[config.mk]
export PLATFORM = sky130hd
export DESIGN_NAME = text_line_render
export DESIGN_NICKNAME = d
export VERILOG_FILES = /design/src/rtl/text_pkg.sv /design/src/rtl/text_char_buf.sv /design/src/rtl/text_line_render.sv
export SDC_FILE = /design/constraint.sdc
export NUM_CORES = 1
export LEC_CHECK = 0
export ABC_AREA = 0
export BUFFER_PORTS_ARGS = -buffer_cell sky130_fd_sc_hd__buf_2
export CAP_MARGIN = 40
export CORE_MARGIN = 3
export CORE_UTILIZATION = 50
export DETAILED_ROUTE_END_ITERATION = 12
export GPL_TIMING_DRIVEN = 1
export HOLD_SLACK_MARGIN = 0.1
export PLACE_DENSITY = 0.68
export SYNTH_ARGS = -nofsm -noshare
export SYNTH_HDL_FRONTEND = slang
export SYNTH_SLANG_ARGS = --single-unit
[constraint.sdc]
create_clock -name vga_clk -period 8.9 [get_ports vga_clk]
set_input_delay 1.78 -clock vga_clk [delete_from_list [all_inputs] [get_ports vga_clk]]
set_output_delay 1.78 -clock vga_clk [all_outputs]
set_load 0.01 [all_outputs]
[src/rtl/text_pkg.sv]
// rtl/text_pkg.sv - shared constants, types and code mapping for the text line renderer
package text_pkg;
    localparam int GLYPH_W = 16;
    localparam int GLYPH_H = 16;
    localparam logic [4:0] CHAR_SPACE = 5'd26;
    localparam int NUM_GLYPHS = 27;

    typedef logic [4:0] char_code_t;
    typedef logic [15:0] rgb565_t;

    typedef enum logic {
        IDLE,
        CLEAR
    } buf_state_t;

    // Codes beyond the last glyph render as space so the ROM index stays in range.
    function automatic char_code_t map_code(input char_code_t code);
        return (code > CHAR_SPACE) ? CHAR_SPACE : code;
    endfunction
endpackage

[src/rtl/text_char_buf.sv]
// rtl/text_char_buf.sv - character line buffer with write port and sequential clear
module text_char_buf
    import text_pkg::*;
#(
    parameter int CHARS = 32
) (
    input  logic       clk,
    input  logic       rst,
    input  logic       wr_en,
    input  logic [4:0] wr_addr,
    input  char_code_t wr_char,
    output logic       wr_ready,
    input  logic       clr,
    input  logic [4:0] rd_col,
    output char_code_t rd_char
);
    char_code_t mem [CHARS];
    buf_state_t state;
    logic [4:0] clr_idx;

    always_ff @(posedge clk or posedge rst) begin
        if (rst) begin
            for (int i = 0; i < CHARS; i++) begin
                mem[i] <= CHAR_SPACE;
            end
            state    <= IDLE;
            clr_idx  <= 5'd0;
            wr_ready <= 1'b0;
        end else begin
            case (state)
                IDLE: begin
                    if (wr_en && wr_ready && (32'(wr_addr) < CHARS)) begin
                        mem[wr_addr] <= map_code(wr_char);
                    end
                    // A same-cycle write still lands; the clear sweep overwrites it.
                    if (clr) begin
                        state    <= CLEAR;
                        clr_idx  <= 5'd0;
                        wr_ready <= 1'b0;
                    end else begin
                        wr_ready <= 1'b1;
                    end
                end
                CLEAR: begin
                    mem[clr_idx] <= CHAR_SPACE;
                    if (32'(clr_idx) == CHARS - 1) begin
                        state    <= IDLE;
                        wr_ready <= 1'b1;
                    end else begin
                        clr_idx <= clr_idx + 5'd1;
                    end
                end
                default: state <= IDLE;
            endcase
        end
    end

    assign rd_char = (32'(rd_col) < CHARS) ? mem[rd_col] : CHAR_SPACE;
endmodule

[src/rtl/text_line_render.sv]
// rtl/text_line_render.sv - maps pixels to character cells, drives glyph ROM, overlays text
module text_line_render
    import text_pkg::*;
#(
    parameter int      TXT_X0       = 64,
    parameter int      TXT_Y0       = 32,
    parameter int      CHARS        = 32,
    parameter int      SCALE_LOG2   = 1,
    parameter rgb565_t FG_RGB       = 16'hFFFF,
    parameter int      BLINK_FRAMES = 30
) (
    input  logic        vga_clk,
    input  logic        sys_rst,
    input  logic [9:0]  pix_x,
    input  logic [9:0]  pix_y,
    input  logic        pix_valid,
    input  logic        frame_start,
    input  rgb565_t     bg_rgb,
    input  logic        wr_en,
    input  logic [4:0]  wr_addr,
    input  char_code_t  wr_char,
    output logic        wr_ready,
    input  logic        clr,
    input  logic        blink_en,
    output char_code_t  letter_i,
    output logic [3:0]  letter_x,
    output logic [3:0]  letter_y,
    input  logic        letter_o,
    output rgb565_t     rgb_out,
    output logic        rgb_valid
);
    localparam int CELL = GLYPH_W << SCALE_LOG2;
    localparam logic [10:0] X0 = 11'(TXT_X0);
    localparam logic [10:0] Y0 = 11'(TXT_Y0);
    // 12-bit width so a full 32-cell line at 4x (2048 px) does not wrap to zero.
    localparam logic [11:0] WIN_W = 12'(CHARS * CELL);
    localparam logic [10:0] WIN_H = 11'(GLYPH_H << SCALE_LOG2);
    localparam int CW = (BLINK_FRAMES > 1) ? $clog2(BLINK_FRAMES) : 1;

    logic [10:0] dx, dy;
    logic        in_win;
    logic [4:0]  col;
    logic [3:0]  gx, gy;
    char_code_t  rd_char;

    assign dx     = {1'b0, pix_x} - X0;
    assign dy     = {1'b0, pix_y} - Y0;
    assign in_win = pix_valid && ({1'b0, pix_x} >= X0) && ({1'b0, dx} < WIN_W)
                    && ({1'b0, pix_y} >= Y0) && (dy < WIN_H);
    assign col    = 5'(dx >> (4 + SCALE_LOG2));
    assign gx     = 4'(dx >> SCALE_LOG2);
    assign gy     = 4'(dy >> SCALE_LOG2);

    text_char_buf #(
        .CHARS(CHARS)
    ) u_char_buf (
        .clk     (vga_clk),
        .rst     (sys_rst),
        .wr_en   (wr_en),
        .wr_addr (wr_addr),
        .wr_char (wr_char),
        .wr_ready(wr_ready),
        .clr     (clr),
        .rd_col  (col),
        .rd_char (rd_char)
    );

    logic          s1_win, s1_valid, blink_hidden, visible;
    rgb565_t       s1_bg;
    logic [CW-1:0] blink_cnt;

    assign visible = !blink_en || !blink_hidden;

    always_ff @(posedge vga_clk or posedge sys_rst) begin
        if (sys_rst) begin
            letter_i  <= '0;
            letter_x  <= '0;
            letter_y  <= '0;
            s1_win    <= 1'b0;
            s1_valid  <= 1'b0;
            s1_bg     <= '0;
            rgb_out   <= '0;
            rgb_valid <= 1'b0;
        end else begin
            letter_i  <= in_win ? rd_char : CHAR_SPACE;
            letter_x  <= in_win ? gx : 4'd0;
            letter_y  <= in_win ? gy : 4'd0;
            s1_win    <= in_win;
            s1_valid  <= pix_valid;
            s1_bg     <= bg_rgb;
            rgb_out   <= (s1_win && letter_o && visible) ? FG_RGB : s1_bg;
            rgb_valid <= s1_valid;
        end
    end

    // The phase only moves on frame_start, so a frame is never half-blinked.
    always_ff @(posedge vga_clk or posedge sys_rst) begin
        if (sys_rst) begin
            blink_cnt    <= '0;
            blink_hidden <= 1'b0;
        end else if (frame_start) begin
            if (32'(blink_cnt) == BLINK_FRAMES - 1) begin
                blink_cnt    <= '0;
                blink_hidden <= !blink_hidden;
            end else begin
                blink_cnt <= blink_cnt + CW'(1);
            end
        end
    end
endmodule
* Yosys cells after proc, flatten, opt, wreduce, memory -nomap -nowiden
Index checks and enable logic that the tools add are counted.
** Cells by class
- $lt $le $gt $ge :: 10
- Add/sub/neg operators :: 4
- Bitwise logic cells :: 7
- Reductions and logical operators :: 14
- Eq/ne operators :: 6
- Multiplexer cells :: 25
** Operator list (number)
- one-hot mux 160 bit (2 select lines) :: 1
- bitwise mux 160 bit :: 1
- two-way mux 160 bit :: 1
- OR 96 bit :: 1
- bitwise AND 64 bit :: 1
- inverter 64 bit :: 1
- demux 5 bit (select 5 bit) :: 2
- two-way mux 5 bit :: 9
- binary-select mux 5 bit (select 5 bit) :: 1
- greater-or-equal comparator 6 bit, second input constant :: 3
- inverter 5 -> 6 bit :: 3
- two-way mux 16 bit :: 1
- less-than comparator 6 x 1 -> 1 bit, second input constant :: 2
- less-than comparator 11 bit, second input constant :: 1
- less-than comparator 11 x 6 -> 1 bit, second input constant :: 1
- subtractor 10 x 6 -> 11 bit, second input constant :: 1
- subtractor 10 x 7 -> 11 bit, second input constant :: 1
- adder 5 x 1 -> 5 bit, second input constant :: 2
- == test 5 bit, second input constant :: 2
- greater-or-equal comparator 10 x 6 -> 1 bit, second input constant :: 1
- greater-or-equal comparator 10 x 7 -> 1 bit, second input constant :: 1
- one-hot mux 5 bit (2 select lines) :: 1
- logical AND 1 bit :: 9
- two-way mux 4 bit :: 2
- 9 further kinds :: 17
** Storage, ports and cells
- Flip-flop bits (word level) :: 221
- Bits of input ports :: 54
- Logic and storage cells :: 111
- Output and inout bits :: 31

* Depth between registers and ports, before layout
- Depth after elaboration :: 8
- Gate-level depth with buffers :: 11

* By module
A second synthesis with hierarchy kept.
** Unflattened totals
- Cell total of the unflattened synthesis :: 859
- Area total of the unflattened synthesis :: 10855.4 um^2
** Modules (own cells, without submodules)
- text_char_buf :: cells an instance 728, area an instance 8966.1 um^2, instances 1, seq. area each 4299.1 um^2
- text_line_render :: cells an instance 131, area an instance 1889.3 um^2, instances 1, seq. area each 1351.3 um^2

* Worst setup path after synthesis
Ideal clock, no wire load.
- Path kind :: input to register
- Start :: input port pix_x[6]
- End :: register letter_i[0]
- Cell stages on the path :: 11
- Setup time :: 120 ps
- Slack :: 5211 ps
- Data arrival time :: 3570 ps
- Required time :: 8780 ps
- Path through :: buf_4 > buf_2 > inv_1 > ha_1 > buf_2 > nor2_1 > clkbuf_1 > a22oi_1 > o21ai_0 > a22oi_1 > and3_1
** On the way
- Word-level cells in the longest chain between the ends :: 6
- Elaborated cells between the ends (all ways) :: 12
** RTL lines
- start: declaration :: RTL line text_line_render.sv:14 : input logic [9:0] pix_x,
- subtractor 10 x 7 -> 11 bit / greater-or-equal comparator 10 x 7 -> 1 bit (equally long branches) :: RTL line text_line_render.sv:46, text_line_render.sv:48
- less-than comparator 11 bit (tied with other cells) :: RTL line text_line_render.sv:48 : assign in_win = pix_valid && ({1'b0, pix_x} >= X0) && ({1'b0, dx} < WIN_W)
- logical AND 1 bit / binary-select mux 5 bit (select 5 bit) (equally long branches) :: RTL line text_line_render.sv:48, text_char_buf.sv:58
- logical AND 1 bit / two-way mux 5 bit (equally long branches) (2 in series) :: RTL line text_line_render.sv:49, text_char_buf.sv:58
- two-way mux 5 bit (*) :: RTL line text_line_render.sv:85 : letter_i <= in_win ? rd_char : CHAR_SPACE;
- end signal: assignment :: RTL line text_line_render.sv:85
- end: declaration :: RTL line text_line_render.sv:25 : output char_code_t letter_i,
Mark *: on every way between the ends. The rest lies on a longest branch, timed or not. The select of a mux whose other input is x is not followed.
A chain may end at the register's enable or synchronous reset.

* Final worst setup path
- Start :: input port pix_x[6]
- End :: register letter_i[1]
The elaborated chain is that of the path after synthesis.

==> metrics.md <==
| Metric | Value |
|---|---|
| Status | completed |
| Antenna violations before repair | 0 |
| Worst min-delay path class | flip-flop to flip-flop |
| Max_slew headroom | between 40% and 50% |
| Post-synth ARST share | 100.0% |
| Worst vdd ir | 0.1643 mV |
| Leak | about 0.005 uW |
| Max Clock Skew | between 9 and 10 ps |
| Synth top area share | about 30% |
| Initial Util | 51.21% |
| Tot GR Track Use | between 20% and 30% |
| Area Growth Syn to Fin | 14.64% |
| Std cell rows | 52 |
| Synthesized Nets | approximately 1100 |
| Critical Path AT | between 4000 and 5000 ps |
| Yosys top cell by area | dfrtp_1 |
| Setup TNS | 0 ps |
| Max-slew violations | 0 |
| Area contributors post-synth | dfrtp_1, dfstp_2, o21ai_0 |
| Vias post-DR | between 8000 and 9000 |
| Tcrit/Tclk final | ~45% |
| Synthesized area | 10430 um2 |
| Most common cell in the synthesized netlist | o21ai_0 |
| Clock Sink Count | 221 |
| Global-route wire length before repair | 44360 um |
| Max-cap violation count | 0 |
| Clk pin slew, worst setup/hold paths | ~60 ps |
| Sequential cell area | ~5700 um2 |
| Total grt overflow | 0 |
| # DRC | 0 |
| Post-synth EDFFs | 0 |
| Yosys synthesis warning count | 0 |
| Most used DFF post-synth | dfrtp_1 |
| Resized cells post-CTS | 0 |
| Via-to-Cell Ratio | 5.866 |
| Hold Buf Count CTS | 0 |
| Fraction of layout cells with a size suffix above 1 | 24.76% |
| Die width | between 150 and 200 um |
| Area occupied by multi-input gates | between 4000 and 5000 um2 |
| Commonest cells in the netlist | o21ai_0, nand2_1, dfrtp_1, nor2_1, dfstp_2 |
| Clk root buf | clkbuf_16 |
| Clk Latency, worst-skew pair | 510 ps |
| Final min period | 3981 ps |
| Worst path bufs/invs | 4 |
| Fmax | between 0.2 and 0.3 GHz |
| Sequential area share after synthesis | approximately 54% |
| CTS tree | yes |
| CP Capture Type | flip-flop |
| Power density over cell area | about 260 nW/um2 |
| RSZ-0062 raised after global routing | no |
| Worst endpoint required time | approximately 9000 ps |
| Htree depth | 1 |
| Antenna viol nets, final | 0 |
| Post-Synthesis Cells | 1044 |
| Synth Register Bits | between 200 and 250 |
| Std-Cell Core Area | slightly above 20000 um2 |
| Post-DP HPWL | 18360 um |
| Post-CTS setup buffer count | 0 |
| Chip height | about 150 um |
| Final wirelength | 28290 um |
| CP max stage cell | nor2_1 |
| Total CTS buffers | 24 |
| # setup viols final | 0 |
| Yosys cell types | 57 |
| Total power | 3166 uW |
| Pre-antenna DRT Iters | 5 |
| Crit path max-delay family | simple AND/OR/NAND/NOR gates |
| Largest net degree at the start of global routing | between 100 and 150 |
| Fin nets | 1176 |
| Worst setup path class | input pin to flip-flop |
| CP peak stage delay | between 700 and 800 ps |
| Final Wtd Congestion | 0.8883 |
| Die footprint | 22630 um2 |
| CP cell instances | buf_2 -> buf_4 -> buf_16 -> inv_1 -> ha_1 -> nor2_1 -> a22oi_1 -> o21ai_0 -> a22o_1 -> o21ai_1 |
| # IOs | 85 |
| Startpoint Class | input pin |
| Peak fanout along the critical path | 50 |
| Final hold vios | 0 |
| Ant. Diodes | 0 |
| Post-Syn Area per Cell | about 10 um2 |
| 1st-iter DRT viols | around 800 |
| Clock Path Buffers | 3 |
| Routed len/inst | 20.19 um |
| Fillers | around 1800 |
| Port Buffer Count | 83 |
| Worst-Margin Slew | between 800 and 900 ps |
| Vias in the first global route | 8051 |
-- through the flow --
step                      area (um2)  hold slack, ps  setup WS [ps]  std cells  utilization [%]
after global routing           11960           368.3           4782       1401            58.71
after floorplan                10430           331.2           1229       1044                -
after CTS                      11960           351.7           4954       1401            58.71
after global placement         11030           333.3           4255       1353            54.16
after detailed placement       11100           337.2           4451       1357            54.52
final                          11960           349.6           4919       1401            58.71
-- metal layers --
layer	vias to the layer above	wire length, um	global-route usage [%]
li1	3803	-	-
met1	4023	12310	36.22
met2	339	12770	39.22
met3	53	2480	5.178
met4	0	723	7.457
met5	-	0	0
-- where the power goes --
part           internal [uW]  switching (uW)  total, uW
clock network            661             399       1060
logic                    231             424        655
registers               1290             156       1450
-- final cells by class --
type | instances | share of cell area [%]
inverter | 12 | 0.4396
multi-input combinational | 758 | 37.69
clock inverter | 5 | 0.8687
tap | 270 | 2.826
timing repair buffer | 96 | 4.657
clock buffer | 39 | 6.259
sequential | 221 | 47.26
-- final timing paths --
kind	from	endpoint	slack, ps	depth (start not counted)
max in group asynchronous	sys_rst	rgb_out[12]	6280	3
min in group asynchronous	sys_rst	blink_cnt[4]	1400	2
min reg2reg	s1_valid	rgb_valid	350	0
max reg2reg	u_char_buf.state	u_char_buf.mem[147]	6920	4
max	pix_x[6]	letter_i[1]	4920	10
min	s1_valid	rgb_valid	350	0
-- cell families after synthesis --
kind of cell / share of synthesized area, %
multiplexers: 9.142
buffers and inverters: 2.711
AO/OA/AOI/OAI: 13.73
AND/OR/NAND/NOR: 18.99
XOR/XNOR: 0.1680
flip-flops: 54.18
adder cells (fa/ha/maj): 1.080
-- flip-flops by register name, summed over array words and instances (netlist names) --
name,count
blink_cnt,5
u_char_buf.clr_idx,5
u_char_buf.wr_ready,1
rgb_valid,1
s1_bg,16
letter_y,4
letter_x,4
u_char_buf.state,1
rgb_out,16
letter_i,5
s1_valid,1
s1_win,1
blink_hidden,1
u_char_buf.mem,160
-- layout by cell type (no fill, tap or decap), types with 5 or more instances in the layout --
cell       netlist  routed
mux2i_1         30      30
inv_1           12      11
and2_1          15      15
clkbuf_16        0      25
nand3_1         69      69
dfstp_2         96      96
o21ai_1         14      13
ha_1             9       9
nand2b_1        24      24
buf_2            9      83
nand3b_1         5       5
mux4_2          28      28
nor2_1         120     120
a21oi_1         37      37
and3_1           6       6
nand2_2          8       8
buf_4            5      10
o21ai_0        169     169
a22oi_1         13      13
nand2_1        146     146
and2_0           5       5
clkbuf_1        33       7
clkbuf_8         0       7
dfrtp_1        125     125
No activity file was read; power rests on OpenSTA's default activity.
